### src/rtl/spi_frame_pkg.sv
// rtl/spi_frame_pkg.sv - shared types and constants for the SPI frame engine
// Purpose : FSM state enum, command/byte constants, mode field positions and
//           the command-byte address range check.
// Ports   : none (package).
package spi_frame_pkg;

   typedef enum logic [1:0] {
      ST_IDLE   = 2'd0,
      ST_CMD    = 2'd1,
      ST_DATA   = 2'd2,
      ST_IGNORE = 2'd3
   } state_t;

   localparam int CMD_WR_BIT = 7;
   localparam int BYTE_W     = 8;
   // mode input is {CPOL,CPHA}
   localparam int MODE_CPOL  = 1;
   localparam int MODE_CPHA  = 0;

   // A command is valid only when no address bit above the register space is set.
   function automatic logic cmd_valid(input logic [BYTE_W-1:0] cmd, input int addr_w);
      logic ok;
      ok = 1'b1;
      for (int i = 0; i < CMD_WR_BIT; i++) begin
         if (i >= addr_w && cmd[i]) ok = 1'b0;
      end
      return ok;
   endfunction

endpackage

### src/rtl/spi_edge_detect.sv
// rtl/spi_edge_detect.sv - SCLK sample/shift edge pulse generator
// Purpose : compares spi_clk with its previous-cycle value and classifies the
//           change as leading (leaving CPOL) or trailing (returning to CPOL),
//           then maps it to sample/shift according to CPHA.
// Ports   : clk_i, rst_i (sync, active-high), ena_i, spi_clk_i, cpol_i, cpha_i,
//           sample_edge_o, shift_edge_o (single-cycle pulses).
module spi_edge_detect (
   input  logic clk_i,
   input  logic rst_i,
   input  logic ena_i,
   input  logic spi_clk_i,
   input  logic cpol_i,
   input  logic cpha_i,
   output logic sample_edge_o,
   output logic shift_edge_o
);

   logic sclk_q;
   logic leading;
   logic trailing;

   always_ff @(posedge clk_i) begin
      if (rst_i) begin
         sclk_q <= 1'b0;
      end else if (ena_i) begin
         sclk_q <= spi_clk_i;
      end
   end

   assign leading  = ena_i && (sclk_q == cpol_i) && (spi_clk_i != cpol_i);
   assign trailing = ena_i && (sclk_q != cpol_i) && (spi_clk_i == cpol_i);

   assign sample_edge_o = cpha_i ? trailing : leading;
   assign shift_edge_o  = cpha_i ? leading  : trailing;

endmodule

### src/rtl/spi_frame_engine.sv
// rtl/spi_frame_engine.sv - SPI slave frame engine driving a register port
// Purpose : decodes a command byte (bit7 write, low bits address) followed by
//           data bytes, issuing one-cycle register write/read strobes and
//           returning read data MSB first on spi_miso.
// Ports   : clk, rst (sync, active-high), ena, spi_cs_n, spi_clk, spi_mosi,
//           mode {CPOL,CPHA}, spi_miso, reg_addr, reg_wdata, reg_wr, reg_rd,
//           reg_rdata, busy.
// Config  : define SPI_FRAME_ENGINE_AUTOINC_EN for burst mode (address
//           auto-increment with repeated strobes on every further data byte).
module spi_frame_engine
   import spi_frame_pkg::*;
#(
   parameter int ADDR_W   = 3,
   parameter int MIN_HALF = 4
) (
   input  logic              clk,
   input  logic              rst,
   input  logic              ena,
   input  logic              spi_cs_n,
   input  logic              spi_clk,
   input  logic              spi_mosi,
   input  logic [1:0]        mode,
   output logic              spi_miso,
   output logic [ADDR_W-1:0] reg_addr,
   output logic [7:0]        reg_wdata,
   output logic              reg_wr,
   output logic              reg_rd,
   input  logic [7:0]        reg_rdata,
   output logic              busy
);

   state_t              state_q;
   logic [1:0]          mode_q;
   logic                cs_prev_q;
   logic [2:0]          cnt_q;
   logic [BYTE_W-2:0]   rx_q;
   logic [BYTE_W-1:0]   sh_q;
   logic [ADDR_W-1:0]   addr_q;
   logic [BYTE_W-1:0]   wdata_q;
   logic                wr_q;
   logic                rd_q;
   logic                rd_dly_q;
   logic                wr_cmd_q;
`ifdef SPI_FRAME_ENGINE_AUTOINC_EN
   logic                first_q;
`endif

   logic                sample_edge;
   logic                shift_edge;
   logic                cs_fall;
   logic [BYTE_W-1:0]   rx_d;

   spi_edge_detect u_edge (
      .clk_i         (clk),
      .rst_i         (rst),
      .ena_i         (ena),
      .spi_clk_i     (spi_clk),
      .cpol_i        (mode_q[MODE_CPOL]),
      .cpha_i        (mode_q[MODE_CPHA]),
      .sample_edge_o (sample_edge),
      .shift_edge_o  (shift_edge)
   );

   // cs_prev_q resets low so a cs_n already low at reset release is not a fall.
   assign cs_fall = cs_prev_q && !spi_cs_n;
   assign rx_d    = {rx_q, spi_mosi};

   always_ff @(posedge clk) begin
      if (rst) begin
         state_q   <= ST_IDLE;
         mode_q    <= 2'b00;
         cs_prev_q <= 1'b0;
         cnt_q     <= 3'd0;
         rx_q      <= '0;
         sh_q      <= '0;
         addr_q    <= '0;
         wdata_q   <= '0;
         wr_q      <= 1'b0;
         rd_q      <= 1'b0;
         rd_dly_q  <= 1'b0;
         wr_cmd_q  <= 1'b0;
`ifdef SPI_FRAME_ENGINE_AUTOINC_EN
         first_q   <= 1'b0;
`endif
      end else if (!ena) begin
         wr_q <= 1'b0;
         rd_q <= 1'b0;
      end else begin
         cs_prev_q <= spi_cs_n;
         wr_q      <= 1'b0;
         rd_q      <= 1'b0;
         rd_dly_q  <= rd_q;
         if (spi_cs_n) begin
            // Deselect wins over any byte completing this cycle.
            state_q <= ST_IDLE;
            cnt_q   <= 3'd0;
         end else begin
            case (state_q)
               ST_IDLE: begin
                  if (cs_fall) begin
                     state_q <= ST_CMD;
                     mode_q  <= mode;
                     cnt_q   <= 3'd0;
                     sh_q    <= '0;
                  end
               end
               ST_CMD: begin
                  if (sample_edge) begin
                     cnt_q <= cnt_q + 3'd1;
                     rx_q  <= rx_d[BYTE_W-2:0];
                     if (cnt_q == 3'd7) begin
                        if (cmd_valid(rx_d, ADDR_W)) begin
                           state_q  <= ST_DATA;
                           addr_q   <= rx_d[ADDR_W-1:0];
                           wr_cmd_q <= rx_d[CMD_WR_BIT];
                           rd_q     <= !rx_d[CMD_WR_BIT];
`ifdef SPI_FRAME_ENGINE_AUTOINC_EN
                           first_q  <= 1'b1;
`endif
                        end else begin
                           state_q <= ST_IGNORE;
                        end
                     end
                  end
               end
               ST_DATA: begin
                  // No shift at bit count 0: that edge belongs to the previous
                  // byte (CPHA=0) or precedes the first data sample (CPHA=1).
                  if (shift_edge && cnt_q != 3'd0) begin
                     sh_q <= {sh_q[BYTE_W-2:0], 1'b0};
                  end
                  if (sample_edge) begin
                     cnt_q <= cnt_q + 3'd1;
                     rx_q  <= rx_d[BYTE_W-2:0];
                     if (cnt_q == 3'd7) begin
`ifdef SPI_FRAME_ENGINE_AUTOINC_EN
                        first_q <= 1'b0;
                        if (wr_cmd_q) begin
                           if (!first_q) addr_q <= addr_q + ADDR_W'(1);
                           wdata_q <= rx_d;
                           wr_q    <= 1'b1;
                        end else begin
                           addr_q <= addr_q + ADDR_W'(1);
                           rd_q   <= 1'b1;
                        end
`else
                        if (wr_cmd_q) begin
                           wdata_q <= rx_d;
                           wr_q    <= 1'b1;
                        end
                        state_q <= ST_IGNORE;
`endif
                     end
                  end
               end
               default: begin
               end
            endcase
         end
         // Read data arrives the cycle after reg_rd and overrides any shift.
         if (rd_dly_q) sh_q <= reg_rdata;
      end
   end

   assign spi_miso  = (state_q == ST_DATA && !spi_cs_n) ? sh_q[BYTE_W-1] : 1'b0;
   assign reg_addr  = addr_q;
   assign reg_wdata = wdata_q;
   assign reg_wr    = wr_q;
   assign reg_rd    = rd_q;
   assign busy      = (state_q != ST_IDLE);

endmodule

### config.mk
export PLATFORM = sky130hd
export DESIGN_NAME = spi_frame_engine
export DESIGN_NICKNAME = d
export VERILOG_FILES = /design/src/rtl/spi_frame_pkg.sv /design/src/rtl/spi_edge_detect.sv /design/src/rtl/spi_frame_engine.sv
export SDC_FILE = /design/constraint.sdc
export NUM_CORES = 1
export LEC_CHECK = 0
export ABC_AREA = 1
export CAP_MARGIN = 30
export CORE_UTILIZATION = 48
export CTS_CLUSTER_SIZE = 28
export DETAILED_ROUTE_END_ITERATION = 16
export PLACE_DENSITY = 0.73
export SLEW_MARGIN = 10
export SYNTH_ARGS = -nofsm -noshare
export SYNTH_HDL_FRONTEND = slang
export SYNTH_SLANG_ARGS = --single-unit
export TNS_END_PERCENT = 10
### constraint.sdc
create_clock -name clk -period 1.78 [get_ports clk]
set_input_delay 0.178 -clock clk [delete_from_list [all_inputs] [get_ports clk]]
set_output_delay 0.178 -clock clk [all_outputs]
set_load 0.02 [all_outputs]
==> flow_summary.ini <==
[run_status]
outcome = finished, final reports clean

[grt]
antenna_found_initial = 0
grt_pass1_vias = 1549
grt_pass1_wl_um = 6458
grt_max_degree = 24
grt-ovfl-total = 0
gr-usage-all-layers_pct = 19.46

[worst_setup_path]
end_kind = output pin
crit_type = reg2out
timing.rr.start = state_q[1]$_SDFFE_PP0P_
arrival_ps = 1410
startpoint_type = flip-flop
cp.required_ps = 1600
worstReg2RegEnd = cnt_q[0]$_SDFFE_PP0P_
rr_worst_depth = 10
crit_fanout = 4
r2r_slack_ps = 220

[cts]
cts_tree = done
clock_path_buffers = 2
h-tree-depth = 2
path_clk_slew_ps = 80
cts_setup_buffers = 0
hold_buffers = 0
root_buffer = clkbuf_8
cts_made_buffers = 5
cts_resized = 2
cts.sinks = 39
clkLatencyLatePin_ps = 290

[power_and_ir_drop]
power_frac_clock_pct = 35.1
powerDensity_mw_per_mm2 = 857.2
power_frac_seq_pct = 45.7
netSwitchingFraction_pct = 27.44
p_sw_mw = 0.5674
power_frac_comb_pct = 19.2
p_leak_nw = 1.054
peakVddDrop_mv = 0.4875
internal-power_mw = 1.500

[synthesis]
synth_top_family_by_area = simple AND/OR/NAND/NOR gates
synth_nets = 283
syn-cell-area_sq_mm = 0.001929
ys_seq_area_share_pct = 40.47
synth.top_cell.area_share_pct = 40.47
syn_area_per_cell_sq_um = 7.392
synth_area_leader_cell = dfxtp_1
ys_seq_elements = 39
yosysUniqueCellTypes = 29
synth_xor_area_share_pct = 0
synthCells = 261
synth-compound-area-share_pct = 20.75
yosys.area_share.simple_pct = 23.80
ys_warn_count = 0
synthMuxAreaShare_pct = 0
synth_adder_area_share_pct = 3.891
synth.area.top_cells = dfxtp_1 40%, nand2_1 9.1%, a21oi_1 6.2%

[timing]
fin_hold_ws_ps = 464.0
hold_violations = 0
fin_ws_ps = 193.6
slew_viol_final = 0
finalSetupTns_ps = 0
skew_ps = 10.59
tightest_slew_ps = 491.8
setup_viol = 0
rsz0062_at_grt = false
fin_crit_ps = 1586
relSlewSlack_pct = 67.17
fmax_mhz = 630.3
min_period_over_period_pct = 89.13

[cells_and_area]
final_common_cell = nand2_1
antennaDiodeCount = 0
synthToLayoutAreaGrowth_pct = 25.03
drive_above_1_share_pct = 14.67
most-common-layout-cells = 47 x nand2_1, 39 x dfxtp_1, 31 x inv_1
nNetsFinal = 321

[route]
vias = 1735
drt_first_pass_iters = 6
vias_per_cell = 4.986
drtAntennaViolNets = 0
post-route-drc-count = 0
wirelength_um = 3791
drt_iter0_drc = 65
wl_per_cell_um = 10.89

[floorplan]
die_area_sq_mm = 0.004277
coreArea_sq_mm = 0.003771
die_h_um = 65.40
start_util_pct = 51.16
die_x_um = 65.40
std_cell_rows = 22
num_io_pins = 31

[placement]
io_buffers = 30
place_congestion = 0.8433
dp_worst_setup_slack_ps = 3.483
dp_hpwl_um = 2815

[flow_run]
drv_cap = 0

[hold_path]
worst_hold_path.endpoint = wr_cmd_q$_SDFFE_PP0P_
hold_depth = 2
hold_start = wr_cmd_q$_SDFFE_PP0P_
hp-class = reg2reg
layout make-up:
type                       count  area (sq um)
clock inverter                 3         43.79
timing repair buffer          41         380.4
tap                           48         60.06
clock buffer                   5         68.82
sequential                    39         780.7
multi-input combinational    175         934.6
fill                         332          1359
inverter                      37         143.9
synth_stat cells (all sizes together):
master  number
a211oi       2
a21oi       32
a31oi        1
buf          6
clkbuf       4
clkinv       1
dfxtp       39
ha           6
inv         36
nand2       51
nand3       20
nor2        28
nor3         4
o21ai       25
o31ai        6
stage by stage:
step | instances | cell area, sq um | util [%] | total power [mW]
floorplan | 261 | 1929 | - | 1.239
global route | 348 | 2412 | 63.97 | 2.183
global placement | 340 | 2302 | 61.05 | 1.358
detailed placement | 340 | 2302 | 61.05 | 1.365
CTS | 348 | 2412 | 63.97 | 2.091
finish | 348 | 2412 | 63.97 | 2.068
routing by layer:
metal  GRT usage (%)  wire (um)
met1           23.85       1878
met2           32.35       1721
met3           5.208        149
met4           7.337         41
met5               0          0
flip-flops by register name, indices dropped and copies added, names as in the netlist:
register and cells:
mode_q 2, cs_prev_q 1, sh_q 8, reg_wdata 8, reg_addr 3, state_q 2, rx_q 7, reg_rd 1
reg_wr 1, cnt_q 3, wr_cmd_q 1, u_edge.sclk_q 1, rd_dly_q 1
power groups by stage:
stage	sequential, mW	clock (mW)	combinational [mW]
global route	0.949	0.783	0.451
floorplan	0.958	0	0.281
finish	0.946	0.726	0.396
CTS	0.945	0.747	0.398
detailed placement	0.966	0	0.400
global placement	0.965	0	0.393
cell families (layout without fill, tap and decap cells):
kind of cell,after synthesis,in the layout
AO/OA/AOI/OAI,66,66
AND/OR/NAND/NOR,103,103
buffers and inverters,47,86
adder cells (fa/ha/maj),6,6
flip-flops,39,39
worst max-delay path by stage:
stage	depth (start not counted)	slack [ps]	from	endpoint
2_1_floorplan	9	210	state_q[0]$_SDFFE_PP0P_	rx_q[2]$_SDFFE_PP0P_
3_3_place_gp	6	50	ena	sh_q[6]$_SDFFE_PP0P_
3_5_place_dp	6	3	ena	sh_q[6]$_SDFFE_PP0P_
4_1_cts	4	170	state_q[1]$_SDFFE_PP0P_	busy
5_1_grt	9	10	state_q[0]$_SDFFE_PP0P_	reg_wdata[2]$_SDFFE_PP0P_
6_report	4	190	state_q[1]$_SDFFE_PP0P_	busy
worst max-delay path, cell delays in order, from the launching register on:
cell and delay [ps]:
dfxtp_1 350, inv_1 70, ha_1 240, inv_1 130, dlygate4sd2_1 340
No activity file was read; power rests on OpenSTA's default activity.
